### config.mk
export PLATFORM = sky130hd
export DESIGN_NAME = demux1x2_buf
export DESIGN_NICKNAME = d
export VERILOG_FILES = /design/src/rtl/demux1x2_buf_pkg.sv /design/src/rtl/demux1x2_buf_out_buf.sv /design/src/rtl/demux1x2_buf.sv
export SDC_FILE = /design/constraint.sdc
export NUM_CORES = 1
export LEC_CHECK = 0
export BUFFER_PORTS_ARGS = -buffer_cell sky130_fd_sc_hd__buf_2
export CORE_MARGIN = 3
export CORE_UTILIZATION = 59
export DETAILED_ROUTE_END_ITERATION = 8
export PLACE_DENSITY = 0.87
export REMOVE_ABC_BUFFERS = 1
export SKIP_LAST_GASP = 1
export SYNTH_ARGS = -nofsm -noshare
export SYNTH_HDL_FRONTEND = slang
export SYNTH_SLANG_ARGS = --single-unit
export TNS_END_PERCENT = 1
### constraint.sdc
create_clock -name clk_i -period 4 [get_ports clk_i]
set_input_delay 0 -clock clk_i [delete_from_list [all_inputs] [get_ports clk_i]]
set_output_delay 0 -clock clk_i [all_outputs]
set_load 0.02 [all_outputs]
### src/rtl/demux1x2_buf_pkg.sv
// Shared encodings for the 1-to-2 buffered demux: buffer occupancy states and destination codes.
package demux1x2_buf_pkg;

    localparam logic [1:0] OCC_EMPTY = 2'd0;
    localparam logic [1:0] OCC_ONE   = 2'd1;
    localparam logic [1:0] OCC_FULL  = 2'd2;
    localparam logic [1:0] OCC_ILL   = 2'd3;

    localparam logic DST_B = 1'b0;
    localparam logic DST_C = 1'b1;

endpackage

### src/rtl/demux1x2_buf_out_buf.sv
// Two-entry output buffer with push counter; head visible one cycle after a push into EMPTY.
// Full flag is registered-state only, so the upstream ready never sees the sink ready combinationally.
module demux_out_buf
    import demux1x2_buf_pkg::*;
#(
    parameter int DATA_WIDTH = 16,
    parameter int CNT_WIDTH  = 8
) (
    input  logic                  clk,
    input  logic                  rst,
    input  logic                  push,
    input  logic [DATA_WIDTH-1:0] push_dat,
    input  logic                  pop_rdy,
    output logic [DATA_WIDTH-1:0] dat,
    output logic                  vld,
    output logic                  full,
    output logic [CNT_WIDTH-1:0]  cnt
);

    logic [1:0]            state;
    logic [1:0]            state_nxt;
    logic [DATA_WIDTH-1:0] head;
    logic [DATA_WIDTH-1:0] second;
    logic                  pop;

    assign pop = (state != OCC_EMPTY) && pop_rdy;

    always_ff @(posedge clk) begin
        if (rst) begin
            state <= OCC_EMPTY;
        end else begin
            state <= state_nxt;
            assert (state_nxt != OCC_ILL);
        end
    end

    always_comb begin
        state_nxt = state;
        case (state)
            OCC_EMPTY: if (push) state_nxt = OCC_ONE;
            OCC_ONE: begin
                if (push && !pop)      state_nxt = OCC_FULL;
                else if (!push && pop) state_nxt = OCC_EMPTY;
            end
            OCC_FULL:  if (pop) state_nxt = OCC_ONE;
            default:   state_nxt = OCC_ILL;
        endcase
    end

    // When push and pop coincide in ONE, the incoming word replaces the departing head.
    always_ff @(posedge clk) begin
        if (rst) begin
            head   <= '0;
            second <= '0;
            cnt    <= '0;
        end else begin
            case (state)
                OCC_EMPTY: if (push) head <= push_dat;
                OCC_ONE: begin
                    if (push && pop) head   <= push_dat;
                    else if (push)   second <= push_dat;
                end
                OCC_FULL:  if (pop) head <= second;
                default: ;
            endcase
            if (push) cnt <= cnt + 1'b1;
        end
    end

    always_comb begin
        dat  = head;
        vld  = (state != OCC_EMPTY);
        full = (state == OCC_FULL);
    end

endmodule

### src/rtl/demux1x2_buf.sv
// Steers each accepted word to buffer B or C by sel; one-cycle latency into an empty buffer.
// ready_o depends only on sel, reset and registered fullness of the selected buffer.
module demux1x2_buf
    import demux1x2_buf_pkg::*;
#(
    parameter int DATA_WIDTH = 16,
    parameter int CNT_WIDTH  = 8
) (
    input  logic                  clk_i,
    input  logic                  rst_i,
    input  logic [DATA_WIDTH-1:0] a_i,
    input  logic                  valid_i,
    input  logic                  sel,
    output logic                  ready_o,
    output logic [DATA_WIDTH-1:0] b_o,
    output logic                  b_valid_o,
    input  logic                  b_ready_i,
    output logic [DATA_WIDTH-1:0] c_o,
    output logic                  c_valid_o,
    input  logic                  c_ready_i,
    output logic [CNT_WIDTH-1:0]  b_cnt_o,
    output logic [CNT_WIDTH-1:0]  c_cnt_o
);

    logic b_full;
    logic c_full;
    logic push_b;
    logic push_c;

    assign ready_o = !rst_i && ((sel == DST_C) ? !c_full : !b_full);
    assign push_b  = valid_i && ready_o && (sel == DST_B);
    assign push_c  = valid_i && ready_o && (sel == DST_C);

    demux_out_buf #(
        .DATA_WIDTH (DATA_WIDTH),
        .CNT_WIDTH  (CNT_WIDTH)
    ) u_buf_b (
        .clk      (clk_i),
        .rst      (rst_i),
        .push     (push_b),
        .push_dat (a_i),
        .pop_rdy  (b_ready_i),
        .dat      (b_o),
        .vld      (b_valid_o),
        .full     (b_full),
        .cnt      (b_cnt_o)
    );

    demux_out_buf #(
        .DATA_WIDTH (DATA_WIDTH),
        .CNT_WIDTH  (CNT_WIDTH)
    ) u_buf_c (
        .clk      (clk_i),
        .rst      (rst_i),
        .push     (push_c),
        .push_dat (a_i),
        .pop_rdy  (c_ready_i),
        .dat      (c_o),
        .vld      (c_valid_o),
        .full     (c_full),
        .cnt      (c_cnt_o)
    );

endmodule

==> impl_results.md, run 1 <==
* DPL Wire Length at 5.11 mm
* TritonCTS clock tree: built
* Worst reg2reg path depth at 4
* Routed Antenna Nets at 0
* Power per cell area at 395 nW/um2
* Worst endpoint required time at 4.21 ns
* Largest cells by area after synthesis: dfxtp_1 46%, mux2i_1 18%, nor2_1 8.5%, mux2_1 5.2%, mux2_2 4.9%
* Tightest Hold Check Type: in2reg
* Crit Path Class: reg2reg
* Final net count at 469
* Setup TNS at 0 ns
* RSZ-0062 raised after global routing: false
* Worst reg-to-reg setup slack at 1.89 ns
* Dpl ws at 1.95 ns
* Period minus WS final at 2.11 ns
* Crit Path Max Fanout at 13
* Synth Area in Compound Gates at 2.85%
* Sequential area share after synthesis at 45.6%
* First DRT Iteration DRCs at 140
* Critical Path Source Type: register
* Vias at 2,814
* CTS sink count at 84
* GR Util All Layers at 22.6%
* Worst Tran Pin Value at 1.12 ns
* Initial antenna violation count at 0
* DR WL met3 at 447 um
* Synthesized cell area at 3690 um2
* Worst-Skew Late Latency at 0.35 ns
* Post-synth EDFFs at 0
* Vias per cell at 5.36
* Max Slew Vio Count at 0
* Slew margin rel. at 25.6%
* CP Capture Type: register
* Fin crit share at 52.9%
* Post-Synth Simple-Gate Area at 16.7%
* ANT cells at 0
* Highest Signal Layer: met4
* Met1 wire length at 3.40 mm
* Number of CTS-inserted buffers at 9
* Post-Synth XOR/XNOR Area at 2.85%
* Clock skew at 0.00673 ns
* Area delta synth->final at 21.0%
* Area of placed instances at 4030 um2
* FFs w/ async S/R, synth at 0%
* Maximum clock frequency at 473 MHz
* Max-capacitance violation count at 0
* CTS H-tree depth at 3
* Average cell area after synthesis at 10.0 um2
* Wire per inst at 14.8 um
* Share of the synthesized area in the top cell type at 45.6%
* GRT Residual Overflow at 0
* Die Y-Extent at 85.0 um
* Post-Synth Adder-Cell Area at 0.679%
* Mux cell area share after synthesis at 27.7%
* Hold slack at 0.0334 ns
* Crit Reg-Reg Endpoint: u_buf_c.dat[9]
* Post-CTS setup buffers at 0
* Netlist cell types at 39
* Final non-filler cell area at 4460 um2
* Gpl congestion at 0.776
* Clk pin slew, worst setup/hold paths at 0.08 ns
* Leakage power at 2.28 nW
* Die W at 85.0 um
* Setup-failing EPs final at 0
* Synthesized flop and latch total at 84
* First-pass GRT wire length at 13.1 mm
* CP Capture Point: u_buf_c.dat[9]
* Worst r2r src: u_buf_c.state[1]
* Hold Vio Cnt, Final at 0
* Routed length on met2 at 3.81 mm
* Status: complete, no violations
* Final worst-path setup slack at 1.89 ns
* Starting Density at 61.5%
* Total power at 1.76 mW
* Cell type with the largest total area after synthesis: dfxtp_1
* Die area at 7230 um2
* DRC at 0
* Initial DRT Pass Iterations at 4
* Peak VDD IR at 286 uV
* Area of the core at 5990 um2
* Share of layout cells above drive strength 1 at 24.9%
* Largest family of logic cells by synthesized area: multiplexers
* CP arrival at 2.33 ns
* Port-buffer cells at 72
* WHS Path Cells at 3
* Detailed Route WL at 7.78 mm
* CTS Buffer Depth at 2
* Clk root buf: clkbuf_8
* Num rows at 28
* Vias in the first global route at 2,783
* Pin count of the biggest net entering global routing at 53
* Synth Instances at 367
* Crit path launch: u_buf_c.state[1]
* Post-synth top flop: dfxtp_1
* Ys Warns at 0
* IO Count at 73
## cells by family after synthesis
logic type,count (synthesis)
buf+inv,27
fa+ha+maj,2
xor+xnor,12
compound gates,15
mux,98
flops,84
simple gates,129
## report_power, final
group | total, mW | internal [mW] | switching [mW] | leakage [nW]
combinational | 0.156 | 0.0686 | 0.0869 | 1.48
clock | 0.742 | 0.448 | 0.294 | 0.127
sequential | 0.865 | 0.852 | 0.0128 | 0.680
total | 1.76 | 1.37 | 0.394 | 2.28
## flip-flops by register name (all words and copies together), names as in the netlist
name and cells:
u_buf_b.cnt 8, u_buf_c.state 2, u_buf_b.state 2, u_buf_c.cnt 8
u_buf_b.dat 16, u_buf_c.second 16, u_buf_c.dat 16, u_buf_b.second 16
## critical path, cell delays in order (launching register included)
cell     delay, ns
dfxtp_1       0.50
nor2b_1       0.81
mux2_2        0.41
mux2i_1       0.17
nor2_1        0.09
## synth_stat cells, types with 4 or more instances
cell type / instances
nand2b_1: 5
dfxtp_1: 84
mux2_2: 16
buf_2: 7
nand3_1: 7
a21oi_1: 6
o21ai_0: 4
clkbuf_1: 12
nor2_1: 83
xnor2_1: 10
mux2i_1: 65
mux2_1: 17
nand2_1: 6
nor3_1: 5
## cell type report
class	count	area (um2)
multi-input cells	256	1870
well taps	75	93.8
inverters	3	11.3
flip-flops and latches	84	1680
clock inverters	4	95.1
repair buffers	91	548
clock buffers	12	155
fillers	455	1530
## how the worst min path moves through the flow
stage          startpoint                end  slack (ns)
5_1_grt         c_ready_i   u_buf_c.state[0]        0.05
3_3_place_gp       a_i[3]  u_buf_c.second[3]        0.27
6_report        c_ready_i   u_buf_c.state[0]        0.03
2_1_floorplan       rst_i     u_buf_b.cnt[1]        0.07
4_1_cts         c_ready_i   u_buf_c.state[0]        0.03
3_5_place_dp       a_i[3]  u_buf_b.second[3]        0.29
## layout by cell type (no fill, tap or decap), types with 4 or more instances in the layout
master         synthesis  layout
mux2_1                17      17
nand2b_1               5       5
clkbuf_8               0      11
nand3_1                7       7
xnor2_1               10      10
buf_2                  7      72
mux2_2                16      16
nor2_1                83      83
o21ai_0                4       4
mux2i_1               65      65
nor3_1                 5       5
dfxtp_1               84      84
dlygate4sd3_1          0      18
nand2_1                6       6
a21oi_1                6       6
## metrics by stage
stage	std cells	utilization [%]
after global routing	525	74.4
after detailed placement	491	67.3
final	525	74.4
after CTS	525	74.4
after floorplan	343	-
after global placement	491	67.3
## what timing repair did
item / CTS / global route
hold buffers: 18 / 0
resized for setup: 0 / 0
endpoints found under the setup margin: 0 / 0
hold endpoints to repair: 33 / 0
## routing by layer
| layer | vias up | GRT usage, % |
|---|---|---|
| met3 | 11 | 4.95 |
| met4 | 0 | 8.63 |
| met5 | - | 0 |
| met2 | 63 | 38.3 |
| li1 | 1407 | - |
| met1 | 1333 | 28.2 |
Power figures use the tool's default switching activity.
==> run 2, diff against run 1 <==
Settings changed: CORE_UTILIZATION 59 to 55, PLACE_DENSITY 0.87 to 0.82.
Clock period 4 ns to 2.1 ns, I/O delays scaled along.
==> run 2 against run 1 <==
Effect of this change:
- setup slack lost 1.6 ns
- routed wire length is 2.3% lower
- hold slack lost 0.015 ns
- flip-flop and latch count unchanged
- core utilization shrank 4.2 points
- sequential power grew 91%
- clock-buffer cell count decreased by 2
- clock power up 89%
- via count shrank 0.89%
==> impl_results.md, run 2 (synthesis results as in run 1) <==
* Status: complete, no violations
* Setup TNS at 0 ns (unchanged)
* Routed Antenna Nets at 0 (unchanged)
* Num rows at 29 (+3.6%)
* Vias per cell at 5.24 (-2.2%)
* TritonCTS clock tree: built
* CTS H-tree depth at 3 (unchanged)
* Commonest non-fill, non-tap cells in the layout: 84 x dfxtp_1, 83 x nor2_1, 72 x buf_2, 65 x mux2i_1
* Starting Density at 57.4% (-4.1 points)
* Crit Path Class: in2reg
* Hold Vio Cnt, Final at 0 (unchanged)
* Peak VDD IR at 499 uV (+75%)
* Wire per inst at 14.3 um (-3.6%)
* Period minus WS final at 1.84 ns
* Tightest Hold Check Type: in2reg
* Most common cell after layout, fill and taps aside: dfxtp_1
* Max-capacitance violation count at 0 (unchanged)
* Power per cell area at 742 nW/um2 (+88%)
* CP Capture Type: register
* Number of gates resized after CTS at 0 (unchanged)
* CTS hold repair buffers at 17 (-1)
* Pin count of the biggest net entering global routing at 87 (+64%)
* Vias at 2,789 (-0.89%)
* Leakage power at 2.31 nW (+1.2%)
* Vias in the first global route at 2,714 (-2.5%)
* First DRT Iteration DRCs at 114 (-19%)
* Worst r2r src: u_buf_c.state[0]
* Initial DRT Pass Iterations at 5 (+1)
* Dpl ws at 0.377 ns (-1.58 ns)
* Critical Path Source Type: input pin
* Final worst-path setup slack at 0.255 ns (-1.63 ns)
* Port-buffer cells at 72 (unchanged)
* DRC at 0 (unchanged)
* Area of the core at 6420 um2 (+7.2%)
* Gpl congestion at 0.786 (+1.3%)
* Setup-failing EPs final at 0 (unchanged)
* Crit Path Max Fanout at 16 (+3)
* Worst Min Path Start: sel
* Fin crit share at 87.9%
* Initial antenna violation count at 0 (unchanged)
* GR Util All Layers at 20.6% (-2.1 points)
* ANT cells at 0 (unchanged)
* Detailed Route WL at 7.60 mm (-2.3%)
* CTS sink count at 84 (unchanged)
* Die area at 7720 um2 (+6.8%)
* Crit path launch: valid_i
* Max Slew Vio Count at 0 (unchanged)
* Share of layout cells above drive strength 1 at 26.2% (+1.3 points)
* DPL Wire Length at 4.93 mm (-3.5%)
* Slew margin rel. at 42.1% (+17 points)
* IO Count at 73 (unchanged)
* Worst-Skew Late Latency at 0.35 ns (about the same)
* Post-CTS setup buffers at 0 (unchanged)
* RSZ-0062 raised after global routing: false
* CTS Buffer Depth at 2 (unchanged)
* Maximum clock frequency at 542 MHz
* Die W at 87.9 um (+3.3%)
* First-pass GRT wire length at 12.5 mm (-4.8%)
* CP arrival at 2.05 ns (-0.28 ns)
* Clock skew at 0.0126 ns (+0.00591 ns)
* Number of CTS-inserted buffers at 9 (unchanged)
* Die Y-Extent at 87.9 um (+3.3%)
* Worst Tran Pin Value at 0.868 ns (-0.248 ns)
* Worst reg-to-reg setup slack at 0.38 ns (-1.51 ns)
* Area delta synth->final at 22.3%
* Worst endpoint required time at 2.31 ns (-1.90 ns)
* GRT Residual Overflow at 0 (unchanged)
* Clk root buf: clkbuf_8
* Clk pin slew, worst setup/hold paths at 0.08 ns (about the same)
* Final net count at 474 (+1.1%)
[run 2: stage by stage]
step	hold WS (ns)	utilization, %	total power, mW	area [um2]	cells
6_report	0.0186	70.2	3.34	4510	532
5_1_grt	0.0307	70.2	3.47	4510	532
4_1_cts	0.00733	70.2	3.37	4510	532
3_5_place_dp	0.288	63.7	1.96	4090	499
3_3_place_gp	0.277	63.7	1.95	4090	499
2_1_floorplan	0.0691	-	1.84	3560	343
[run 2: metal layers]
| metal | track usage, % | vias up | routed length [um] |
|---|---|---|---|
| met5 | 0 | - | 0 |
| met4 | 8.51 | 0 | 116 |
| met3 | 4.61 | 11 | 346 |
| met2 | 34.9 | 71 | 3560 |
| met1 | 25.1 | 1291 | 3580 |
| li1 | - | 1416 | - |
[run 2: worst paths after layout]
path,endpoint,cells after the start
worst min-delay path,u_buf_c.state[1],3
worst max register to register,u_buf_c.second[10],5
worst min register to register,u_buf_c.second[4],2
worst max-delay path,u_buf_b.second[5],6
[run 2: critical path, cell delays in order]
cell	delay, ns
dlygate4sd3_1	0.53
buf_2	0.14
nor3b_4	0.31
nand4_2	0.62
mux2i_1	0.39
nor2_1	0.06
[run 2: power breakdown]
group	internal [mW]	switching [mW]
registers	1.62	0.0239
clock network	0.822	0.576
logic	0.134	0.165
[run 2: final cells by class]
class | count | area (um2)
Clock buffer | 10 | 138
Clock inverter | 6 | 111
Fill cell | 495 | 1910
Inverter | 3 | 11.3
Multi-Input combinational cell | 256 | 1870
Sequential cell | 84 | 1680
Tap cell | 77 | 96.3
Timing Repair Buffer | 96 | 596
==> run 3, diff against run 2 <==
Settings changed: CORE_UTILIZATION 55 to 59, PLACE_DENSITY 0.82 to 0.87.
Clock period 2.1 ns to 2.2 ns, I/O delays scaled along.
==> run 3 against run 2 <==
Effect of this change:
- register-to-register slack worse by 0.14 ns
- clock skew is 0.0073 ns lower
- final area shrank 1.0%
- hold slack got worse by 0.0068 ns
- cell count fell by 0.19%
- core utilization grew 4.3 points
- first-iteration DRC count shrank 39%
- critical endpoint is now u_buf_c.dat[13]
- largest power group unchanged
==> impl_results.md, run 3 (synthesis results as in run 1) <==
* Max Slew Vio Count at 0 (unchanged)
* Clock skew at 0.00534 ns (-0.00730 ns)
* TritonCTS clock tree: built
* Inst Count DP at 498 (-0.20%)
* Starting Density at 61.5% (+4.1 points)
* Die area at 7230 um2 (-6.3%)
* Leakage power at 2.30 nW (-0.75%)
* Num rows at 28 (-3.4%)
* First-pass GRT wire length at 13.5 mm (+8.1%)
* Vias at 2,897 (+3.9%)
* Share of layout cells above drive strength 1 at 26.1% (-0.057 points)
* Most common cell after layout, fill and taps aside: dfxtp_1
* Pin count of the biggest net entering global routing at 46 (-47%)
* Crit Path Class: reg2reg
* Maximum clock frequency at 509 MHz
* Setup-failing EPs final at 0 (unchanged)
* ANT cells at 0 (unchanged)
* Tightest Hold Check Type: in2reg
* Max-capacitance violation count at 0 (unchanged)
* Number of CTS-inserted buffers at 9 (unchanged)
* Routed Antenna Nets at 0 (unchanged)
* DRC at 0 (unchanged)
* Detailed Route WL at 8.07 mm (+6.2%)
* Critical Path Source Type: register
* Worst endpoint required time at 2.43 ns (+0.12 ns)
* Vias in the first global route at 2,848 (+4.9%)
* Setup TNS at 0 ns (unchanged)
* Die Y-Extent at 85.0 um (-3.2%)
* Worst Tran Pin Value at 1.10 ns (+0.230 ns)
* Worst-Skew Late Latency at 0.35 ns (about the same)
* RSZ-0062 raised after global routing: false
* GR Util All Layers at 23.2% (+2.7 points)
* Area delta synth->final at 21.0%
* Slew margin rel. at 26.8% (-15 points)
* CP Capture Type: register
* Initial DRT Pass Iterations at 4 (-1)
* CTS Buffer Depth at 2 (unchanged)
* First DRT Iteration DRCs at 69 (-39%)
* Clk root buf: clkbuf_8
* Power per cell area at 666 nW/um2 (-10%)
* Die W at 85.0 um (-3.2%)
* Post-CTS setup buffers at 0 (unchanged)
* Port-buffer cells at 72 (unchanged)
* CP arrival at 2.19 ns (+0.14 ns)
* Fin crit share at 89.3%
* Wire per inst at 15.2 um (+6.4%)
* CTS sink count at 84 (unchanged)
* Hold Vio Cnt, Final at 0 (unchanged)
* DPL Wire Length at 5.14 mm (+4.2%)
* Gpl congestion at 0.807 (+2.8%)
* Crit Path Max Fanout at 16 (unchanged)
* Vias per cell at 5.46 (+4.1%)
* Area of the core at 5990 um2 (-6.7%)
* GRT Residual Overflow at 0 (unchanged)
* Peak VDD IR at 451 uV (-9.6%)
* Final net count at 476 (+0.42%)
* IO Count at 73 (unchanged)
* Initial antenna violation count at 0 (unchanged)
* Period minus WS final at 1.96 ns
* Status: complete, no violations
* Commonest non-fill, non-tap cells in the layout: 84 x dfxtp_1, 83 x nor2_1, 72 x buf_2, 65 x mux2i_1, 18 x dlygate4sd3_1
* Clk pin slew, worst setup/hold paths at 0.08 ns (about the same)
* CTS H-tree depth at 3 (unchanged)
* Final cell count without fillers at 531 (-0.19%)
## run 3: cell types whose count changed in the layout (fill, tap and decap cells not counted), sizes merged
cell         before  now
bufinv            3    1
clkinv            2    3
clkbuf           10   11
clkinvlp          1    0
buf              79   80
dlygate4sd3      17   18
## run 3: layer usage
layer,wire length [um],track usage [%]
met5,0,0
met4,61,8.92
met3,483,6.02
met2,3940,37.8
met1,3590,29.5
## run 3: where the power goes
part	leakage (nW)	internal, mW	total (mW)	switching (mW)
Combinational	1.51	0.127	0.288	0.161
Sequential	0.680	1.55	1.57	0.0231
Clock	0.105	0.579	1.11	0.533
## run 3: what timing repair did
action                                 4_1_cts  5_1_grt
endpoints found under the hold margin       32        0
hold buffers                                18        0
gates resized for setup                      0        0
## run 3: per-stage QoR
stage          setup slack (ns)  area (um2)  util [%]  hold WS (ns)  total power [mW]
2_1_floorplan             0.301        3560         -        0.0691              1.75
3_3_place_gp              0.377        4080      68.1         0.273              1.86
3_5_place_dp              0.303        4080      68.1         0.284              1.87
4_1_cts                   0.230        4460      74.5      0.000702              2.99
5_1_grt                  0.0611        4460      74.5        0.0169              3.09
6_report                  0.236        4460      74.5        0.0118              2.97
## run 3: path summary, 6_finish.rpt
path	from	end	slack (ns)	depth (start not counted)
max	u_buf_c.state[0]	u_buf_c.dat[13]	0.24	4
max reg2reg	u_buf_c.state[0]	u_buf_c.dat[13]	0.24	4
min	rst_i	u_buf_b.cnt[5]	0.01	2
min reg2reg	u_buf_b.dat[12]	u_buf_b.dat[12]	0.50	2
## run 3: worst max-delay path, stage by stage, from the launching register on
cell and delay (ns):
dfxtp_1 0.41, and2b_1 0.19, o41a_1 0.87, mux2i_1 0.31
nor2_1 0.06
## run 3: layout make-up
cell class	count	area, um2
clock inverters	4	48.8
inverters	3	11.3
repair buffers	98	601
well taps	75	93.8
fillers	423	1530
clock buffers	11	151
flip-flops and latches	84	1680
multi-input cells	256	1870
